$ cat src/rtl/adc_decimator_if.sv
// Sample-in / decimated-word-out bundle for adc_decimator.
// The master is the side feeding samples and consuming results; the slave is the decimator.
interface adc_decimator_if #(
  parameter int DW      = 8,
  parameter int FIFO_AW = 2
);
  logic signed [DW-1:0] in_data;
  logic                 in_valid;
  logic signed [DW-1:0] out_data;
  logic                 out_valid;
  logic                 out_ready;
  logic [FIFO_AW:0]     fill_level;
  logic                 overflow;

  modport master (
    output in_data, in_valid, out_ready,
    input  out_data, out_valid, fill_level, overflow
  );

  modport slave (
    input  in_data, in_valid, out_ready,
    output out_data, out_valid, fill_level, overflow
  );
endinterface

$ cat src/rtl/adc_decimator.sv
// Accumulate-and-dump decimator (average of 2^DECIM_LOG2 samples) feeding a small result FIFO.
// Define DECIM_ROUND_EN for round-half-up averaging; otherwise the average is floor-truncated.
module adc_decimator #(
  parameter int DW         = 8,
  parameter int DECIM_LOG2 = 2,
  parameter int FIFO_AW    = 2
) (
  input  logic            CLK_250M,
  input  logic            RST_n,
  adc_decimator_if.slave  bus
);
  localparam int AW    = DW + DECIM_LOG2;
  localparam int DEPTH = 1 << FIFO_AW;

  logic signed [AW-1:0]   acc;
  logic signed [AW-1:0]   sum;
  logic [DECIM_LOG2-1:0]  phase;
  logic signed [DW-1:0]   result;
  logic                   last_smp;

  logic signed [DW-1:0]   mem [DEPTH];
  logic [FIFO_AW-1:0]     wr_ptr;
  logic [FIFO_AW-1:0]     rd_ptr;
  logic [FIFO_AW:0]       count;
  logic                   empty;
  logic                   full;
  logic                   pop;
  logic                   push_ok;
  logic                   drop;

  assign sum      = acc + {{DECIM_LOG2{bus.in_data[DW-1]}}, bus.in_data};
  assign last_smp = bus.in_valid && (&phase);

`ifdef DECIM_ROUND_EN
  // One extra bit keeps the rounding offset from wrapping a near-full-scale sum.
  logic signed [AW:0] sum_rnd;
  assign sum_rnd = {sum[AW-1], sum} + (AW+1)'(1 << (DECIM_LOG2 - 1));
  assign result  = DW'(sum_rnd >>> DECIM_LOG2);
`else
  assign result  = DW'(sum >>> DECIM_LOG2);
`endif

  assign empty   = (count == '0);
  assign full    = (count == (FIFO_AW+1)'(DEPTH));
  assign pop     = !empty && bus.out_ready;
  // A pop on the same edge frees the slot, so a push into a full FIFO still lands.
  assign push_ok = last_smp && (!full || pop);
  assign drop    = last_smp && full && !pop;

  always_ff @(posedge CLK_250M) begin
    if (!RST_n) begin
      acc          <= '0;
      phase        <= '0;
      wr_ptr       <= '0;
      rd_ptr       <= '0;
      count        <= '0;
      bus.overflow <= 1'b0;
    end else begin
      if (bus.in_valid) begin
        if (last_smp) begin
          acc   <= '0;
          phase <= '0;
        end else begin
          acc   <= sum;
          phase <= phase + 1'b1;
        end
      end
      if (push_ok) wr_ptr <= wr_ptr + 1'b1;
      if (pop)     rd_ptr <= rd_ptr + 1'b1;
      case ({push_ok, pop})
        2'b10:   count <= count + 1'b1;
        2'b01:   count <= count - 1'b1;
        default: count <= count;
      endcase
      if (drop) bus.overflow <= 1'b1;
    end
  end

  always_ff @(posedge CLK_250M) begin
    if (push_ok) mem[wr_ptr] <= result;
  end

  assign bus.out_valid  = !empty;
  assign bus.out_data   = empty ? '0 : mem[rd_ptr];
  assign bus.fill_level = count;
endmodule

$ cat src/flat_wrapper.sv
// flat-port wrapper written by rule: the top's interface ports become plain ports
module adc_decimator_flat 
#(
  parameter int DW         = 8,
  parameter int DECIM_LOG2 = 2,
  parameter int FIFO_AW    = 2
)
  (CLK_250M, RST_n, bus_in_data, bus_in_valid, bus_out_ready, bus_out_data, bus_out_valid, bus_fill_level, bus_overflow);
  adc_decimator_if #(.DW(DW), .FIFO_AW(FIFO_AW)) bus_i ();
  input  logic CLK_250M;
  input  logic RST_n;
  input wire logic [$bits(bus_i.in_data)-1:0] bus_in_data;
  input wire logic [$bits(bus_i.in_valid)-1:0] bus_in_valid;
  input wire logic [$bits(bus_i.out_ready)-1:0] bus_out_ready;
  output wire logic [$bits(bus_i.out_data)-1:0] bus_out_data;
  output wire logic [$bits(bus_i.out_valid)-1:0] bus_out_valid;
  output wire logic [$bits(bus_i.fill_level)-1:0] bus_fill_level;
  output wire logic [$bits(bus_i.overflow)-1:0] bus_overflow;
  assign bus_i.in_data = bus_in_data;
  assign bus_i.in_valid = bus_in_valid;
  assign bus_i.out_ready = bus_out_ready;
  assign bus_out_data = bus_i.out_data;
  assign bus_out_valid = bus_i.out_valid;
  assign bus_fill_level = bus_i.fill_level;
  assign bus_overflow = bus_i.overflow;
  adc_decimator #(.DW(DW), .DECIM_LOG2(DECIM_LOG2), .FIFO_AW(FIFO_AW)) u_core (.CLK_250M(CLK_250M), .RST_n(RST_n), .bus(bus_i));
endmodule
$ cat config.mk
export PLATFORM = sky130hd
export DESIGN_NAME = adc_decimator_flat
export DESIGN_NICKNAME = d
export VERILOG_FILES = /design/src/rtl/adc_decimator_if.sv /design/src/rtl/adc_decimator.sv /design/src/flat_wrapper.sv
export SDC_FILE = /design/constraint.sdc
export NUM_CORES = 1
export LEC_CHECK = 0
export CORE_ASPECT_RATIO = 2
export CORE_MARGIN = 2
export CORE_UTILIZATION = 32
export CTS_CLUSTER_SIZE = 16
export DETAILED_ROUTE_END_ITERATION = 10
export DONT_BUFFER_PORTS = 1
export GPL_TIMING_DRIVEN = 0
export PLACE_DENSITY = 0.53
export SLEW_MARGIN = 20
export SYNTH_ARGS = -nofsm -noshare
export SYNTH_HDL_FRONTEND = slang
export SYNTH_SLANG_ARGS = --single-unit
export TNS_END_PERCENT = 20
$ cat constraint.sdc
create_clock -name CLK_250M -period 6.5 [get_ports CLK_250M]
set_clock_uncertainty 0.2 [all_clocks]
set_input_delay 1.3 -clock CLK_250M [delete_from_list [all_inputs] [get_ports CLK_250M]]
set_output_delay 1.3 -clock CLK_250M [all_outputs]
set_load 0.1 [all_outputs]
; Word-level counts from Yosys, hierarchy flattened
; Memories as Yosys holds them, arrays and structs flattened. A register that Yosys moved wholly into a read port is not among the register bits.
; Index checks and enable logic that the tools add are counted.
[word_totals]
ramBits = 32
elab_cells = 36
memories = 1
inputBits = 12
output_inout_bits = 13
reg_bits = 20
[memory_table]
columns = name, depth, word_bits, rd, rd_clocked_by_memory_dff, wr, line_no
row1 = u_core.mem, 4, 8, 1, 1, 1, adc_decimator.sv:21  ; logic signed [DW-1:0] mem [DEPTH];
[classes]
muxes = 8
addsub = 6
reduce_logical = 12
eq_ne = 3
[ops]
columns = operator, count
row1 = $add 10x10->10, 1
row2 = $mux 10, 1
row3 = $mux 8, 1
row4 = $add 2x1->2 const B, 3
row5 = $mux 2, 3
row6 = $pmux 3 s2, 1
row7 = $logic_and 1x1->1, 5
row8 = $add 3x1->3 const B, 1
row9 = $eq 3x3->1 const B, 1
row10 = $logic_not 1->1, 3
row11 = $logic_not 3->1, 1
row12 = $sub 3x1->3 const B, 1
row13 = $eq 2x1->1 const B, 1
row14 = $eq 2x2->1 const B, 1
row15 = $mux 1, 2
row16 = $reduce_and 2->1, 1
row17 = $reduce_bool 2->1, 1
row18 = $logic_or 1x1->1, 1

; Depth between registers and ports, before layout
[logic_depth]
depth_word = 7
ltp_mapped = 11
depth_no_buf = 10

; Least setup slack after synthesis
; OpenSTA, ideal clock, no wires.
[synth_timing]
path_kind = reg2out
from = register u_core.count[0], in the netlist u_core.bus.fill_level[0]
to = output port bus_out_data[0]
slack_ns = 1.963
path_stages_with_launch = 4
arrival_time_ns = 3.037
path_buffers = 1
path_cell_list = dfxtp_1 or3_1 clkbuf_1 and2_1
[synth_via]
elab_chain_cells = 2
[synth_lines]
columns = item, line_no
row1 = from (decl), adc_decimator.sv:24  ; logic [FIFO_AW:0] count;
row2 = from (signal assigned), adc_decimator.sv:71  ; 2'b10: count <= count + 1'b1;
row3 = from (signal assigned), adc_decimator.sv:72  ; 2'b01: count <= count - 1'b1;
row4 = from (signal assigned), adc_decimator.sv:73  ; default: count <= count;
row5 = $logic_not 3->1, adc_decimator.sv:43  ; assign empty = (count == '0);
row6 = $mux 8, adc_decimator.sv:84  ; assign bus.out_data = empty ? '0 : mem[rd_ptr];
row7 = to (decl), flat_wrapper.sv:15  ; output wire logic [$bits(bus_i.out_data)-1:0] bus_out_data;
; No other way between the ends.

; Worst setup path after layout
[layout_timing]
from = register u_core.count[0], in the netlist u_core.bus.fill_level[0]
to = output port bus_out_data[6]
; Same word-level chain as after synthesis.

==> insert_results.sql <==
INSERT INTO impl_metrics (metric_group, metric, value, unit) VALUES
('timing', 'fin_tns_setup', '0', 'ns'),
('timing', 'max_slew.worst_pin.slew', '1.06', 'ns'),
('timing', 'grt_setup_unrepaired', 'false', ''),
('logic_synthesis', 'number_of_instances_in_the_synthesized_netlist', '214', ''),
('critical_path', 'endpoint_kind', 'output pin', ''),
('timing', 'hold_ws', '0.311', 'ns'),
('placement', 'dp_hpwl', '3800', 'um'),
('timing', 'timing.final.crit_share', '68.9', '%'),
('layout', 'post_route_cells_drive_above_1_share', '11.3', '%'),
('global_routing', 'groute.usage.overall', '12.5', '%'),
('critical_path', 'timing.rr.end', 'u_core.bus.fill_level[2]$_SDFFE_PN0P_', ''),
('critical_path', 'ff2ff_path_depth', '9', ''),
('power_and_ir_drop', 'power_per_cell_area', '269', 'nW/um^2'),
('job', 'drv_cap', '0', ''),
('hold_path', 'min_delay_path_depth', '2', ''),
('outcome', 'outcome', 'complete, no violations', ''),
('global_routing', 'antenna_found_initial', '0', ''),
('floorplan', 'initial_standard_cell_utilization_of_the_core', '32.5', '%'),
('logic_synthesis', 'syn-cell-area', '2650', 'um^2'),
('timing', 'layout_min_cycle_time', '4.48', 'ns'),
('clock_network', 'postCtsHoldBufs', '0', ''),
('detailed_routing', 'antenna_left', '0', ''),
('clock_network', 'h-tree-depth', '2', ''),
('placement', 'dp_cells', '312', ''),
('clock_network', 'post_cts_setup_buffers', '0', ''),
('critical_path', 'cp_data_required_time', '5.00', 'ns'),
('floorplan', 'die_area', '9080', 'um^2'),
('logic_synthesis', 'avgSynthCellArea', '12.4', 'um^2'),
('power_and_ir_drop', 'finalPower', '0.786', 'mW'),
('logic_synthesis', 'synthesis.yosys.warnings', '0', ''),
('clock_network', 'root_buffer', 'clkbuf_16', ''),
('logic_synthesis', 'synth.lib_cells_used.distinct', '42', ''),
('detailed_routing', 'detail_route.iter0.violations', '10', ''),
('logic_synthesis', 'synth-edff-count', '32', ''),
('layout', 'stdcell_count', '320', ''),
('detailed_routing', 'postRouteWirelength', '4880', 'um'),
('critical_path', 'setup.reg_to_reg.worst_slack', '2.91', 'ns'),
('critical_path', 'setup.worst_path.class', 'flop to output pin', ''),
('timing', 'report.final.setup_viol', '0', ''),
('timing', 'layout_setup_ws', '2.02', 'ns'),
('clock_network', 'cts_tree', 'done', ''),
('power_and_ir_drop', 'irDropWorstVdd', '113', 'uV'),
('placement', 'buffer_ports.inserted', '0', ''),
('timing', 'hold_viol_final', '0', ''),
('floorplan', 'ios', '25', ''),
('floorplan', 'floorplan.core_area', '8170', 'um^2'),
('floorplan', 'count_of_standard_cell_rows', '47', ''),
('global_routing', 'grt_max_degree', '18', ''),
('global_routing', 'vias_in_the_first_global_route', '1614', ''),
('floorplan', 'die_height', '133', 'um'),
('detailed_routing', 'avgViaCountPerCell', '4.82', ''),
('timing', 'maxSlewHeadroom', '29.6', '%'),
('detailed_routing', 'average_wire_per_cell_in_the_routed_design', '15.3', 'um'),
('hold_path', 'worst_hold_startpoint', 'u_core.acc[9]$_SDFFE_PN0P_', ''),
('critical_path', 'cp_max_fo', '10', ''),
('layout', 'area_added_between_synthesis_and_finish', '10.1', '%'),
('detailed_routing', 'drt_pass1_iterations', '3', ''),
('clock_network', 'clkSinkCount', '54', ''),
('logic_synthesis', 'net_count_synth', '243', ''),
('logic_synthesis', 'async_reset_ff_share', '0', '%'),
('hold_path', 'timing.hold.worst.class', 'flop to flop', ''),
('layout', 'n_antenna_cell', '0', ''),
('critical_path', 'type_of_origin_of_the_critical_path', 'flop', ''),
('placement', 'preCtsSetupSlack', '2.30', 'ns'),
('logic_synthesis', 'synth-seq-area-share', '52.8', '%'),
('power_and_ir_drop', 'cellLeakagePower', '1.00', 'nW'),
('timing', 'drv_slew', '0', ''),
('global_routing', 'grt_pass1_wl', '8270', 'um'),
('critical_path', 'reg2reg_from', 'u_core.bus.fill_level[0]$_SDFFE_PN0P_', ''),
('timing', 'fmax', '223', 'MHz'),
('placement', 'place_congestion', '0.715', '');
critical path, stage by stage, from the launching register on:
cell	delay (ns)
dfxtp_1	1.02
or3_1	0.21
clkbuf_2	0.56
and2_1	0.88
cell families after synthesis:
kind of cell,count (synthesis),share of synthesized area (%)
fa+ha+maj,17,8.58
xor+xnor,13,4.29
buf+inv,16,2.36
simple gates,72,15.8
flops,54,52.8
compound gates,29,7.45
mux,13,8.68
area by class of cell:
cell class | count | area, um^2
plain buffers | 8 | 33.8
clock buffers | 6 | 129
clock inverters | 2 | 15.0
fillers | 799 | 5250
inverters | 8 | 30.0
multi-input cells | 144 | 1190
flip-flops and latches | 54 | 1400
well taps | 98 | 123
worst max-delay path by stage:
stage | from | endpoint | slack (ns)
2_1_floorplan | u_core.bus.fill_level[0]$_SDFFE_PN0P_ | bus_out_data[0] | 1.96
3_3_place_gp | u_core.bus.fill_level[1]$_SDFFE_PN0P_ | bus_out_data[4] | 1.66
3_5_place_dp | u_core.bus.fill_level[2]$_SDFFE_PN0P_ | bus_out_data[4] | 2.30
4_1_cts | u_core.bus.fill_level[1]$_SDFFE_PN0P_ | bus_out_data[4] | 1.97
5_1_grt | u_core.bus.fill_level[1]$_SDFFE_PN0P_ | bus_out_data[0] | 1.92
6_report | u_core.bus.fill_level[0]$_SDFFE_PN0P_ | bus_out_data[6] | 2.02
state kept, by name, summed over array words and instances, names as in the netlist, named ones only:
register,flops
u_core.bus.overflow,1
u_core.phase,2
u_core.mem,32
u_core.wr_ptr,2
u_core.bus.fill_level,3
u_core.rd_ptr,2
u_core.acc,10
cell usage in the layout (no fill, tap or decap), drive strengths merged, types with 3 or more instances in the layout:
cell type  count
mux2i          5
nand2          8
nor2b         24
o21ai          4
and2          18
xor2           4
xnor2          9
clkbuf        12
edfxtp        32
dfxtp         22
nor2           8
nand3          3
a21oi         12
inv            8
ha            15
mux4           8
routing by layer:
layer | share of wire, % | global-route usage (%)
met1 | 36 | 13.2
met3 | 3.5 | 2.72
met2 | 59 | 22.3
met4 | 2.3 | 5.33
met5 | 0 | 0
stage by stage:
stage / cell area (um^2) / utilization [%]
3_5_place_dp: 2780 / 34.0
4_1_cts: 2920 / 35.7
6_report: 2920 / 35.7
5_1_grt: 2920 / 35.7
2_1_floorplan: 2650 / -
3_3_place_gp: 2780 / 34.0
Yosys cell counts (all sizes together), types with 3 or more instances:
library cell | count | area, um^2
a21oi | 12 | 63.8
and2 | 18 | 113
clkbuf | 6 | 22.5
dfxtp | 22 | 440
edfxtp | 32 | 961
ha | 15 | 188
inv | 8 | 30.0
mux2i | 5 | 50.1
mux4 | 8 | 180
nand2 | 8 | 30.0
nand3 | 3 | 15.0
nor2 | 8 | 30.0
nor2b | 24 | 150
o21ai | 4 | 20.0
xnor2 | 9 | 78.8
xor2 | 4 | 35.0
power by group:
group | switching (mW) | total [mW] | internal (mW)
sequential | 0.00876 | 0.399 | 0.391
clock | 0.117 | 0.260 | 0.143
combinational | 0.0799 | 0.126 | 0.0465
Power figures use the tool's default switching activity.
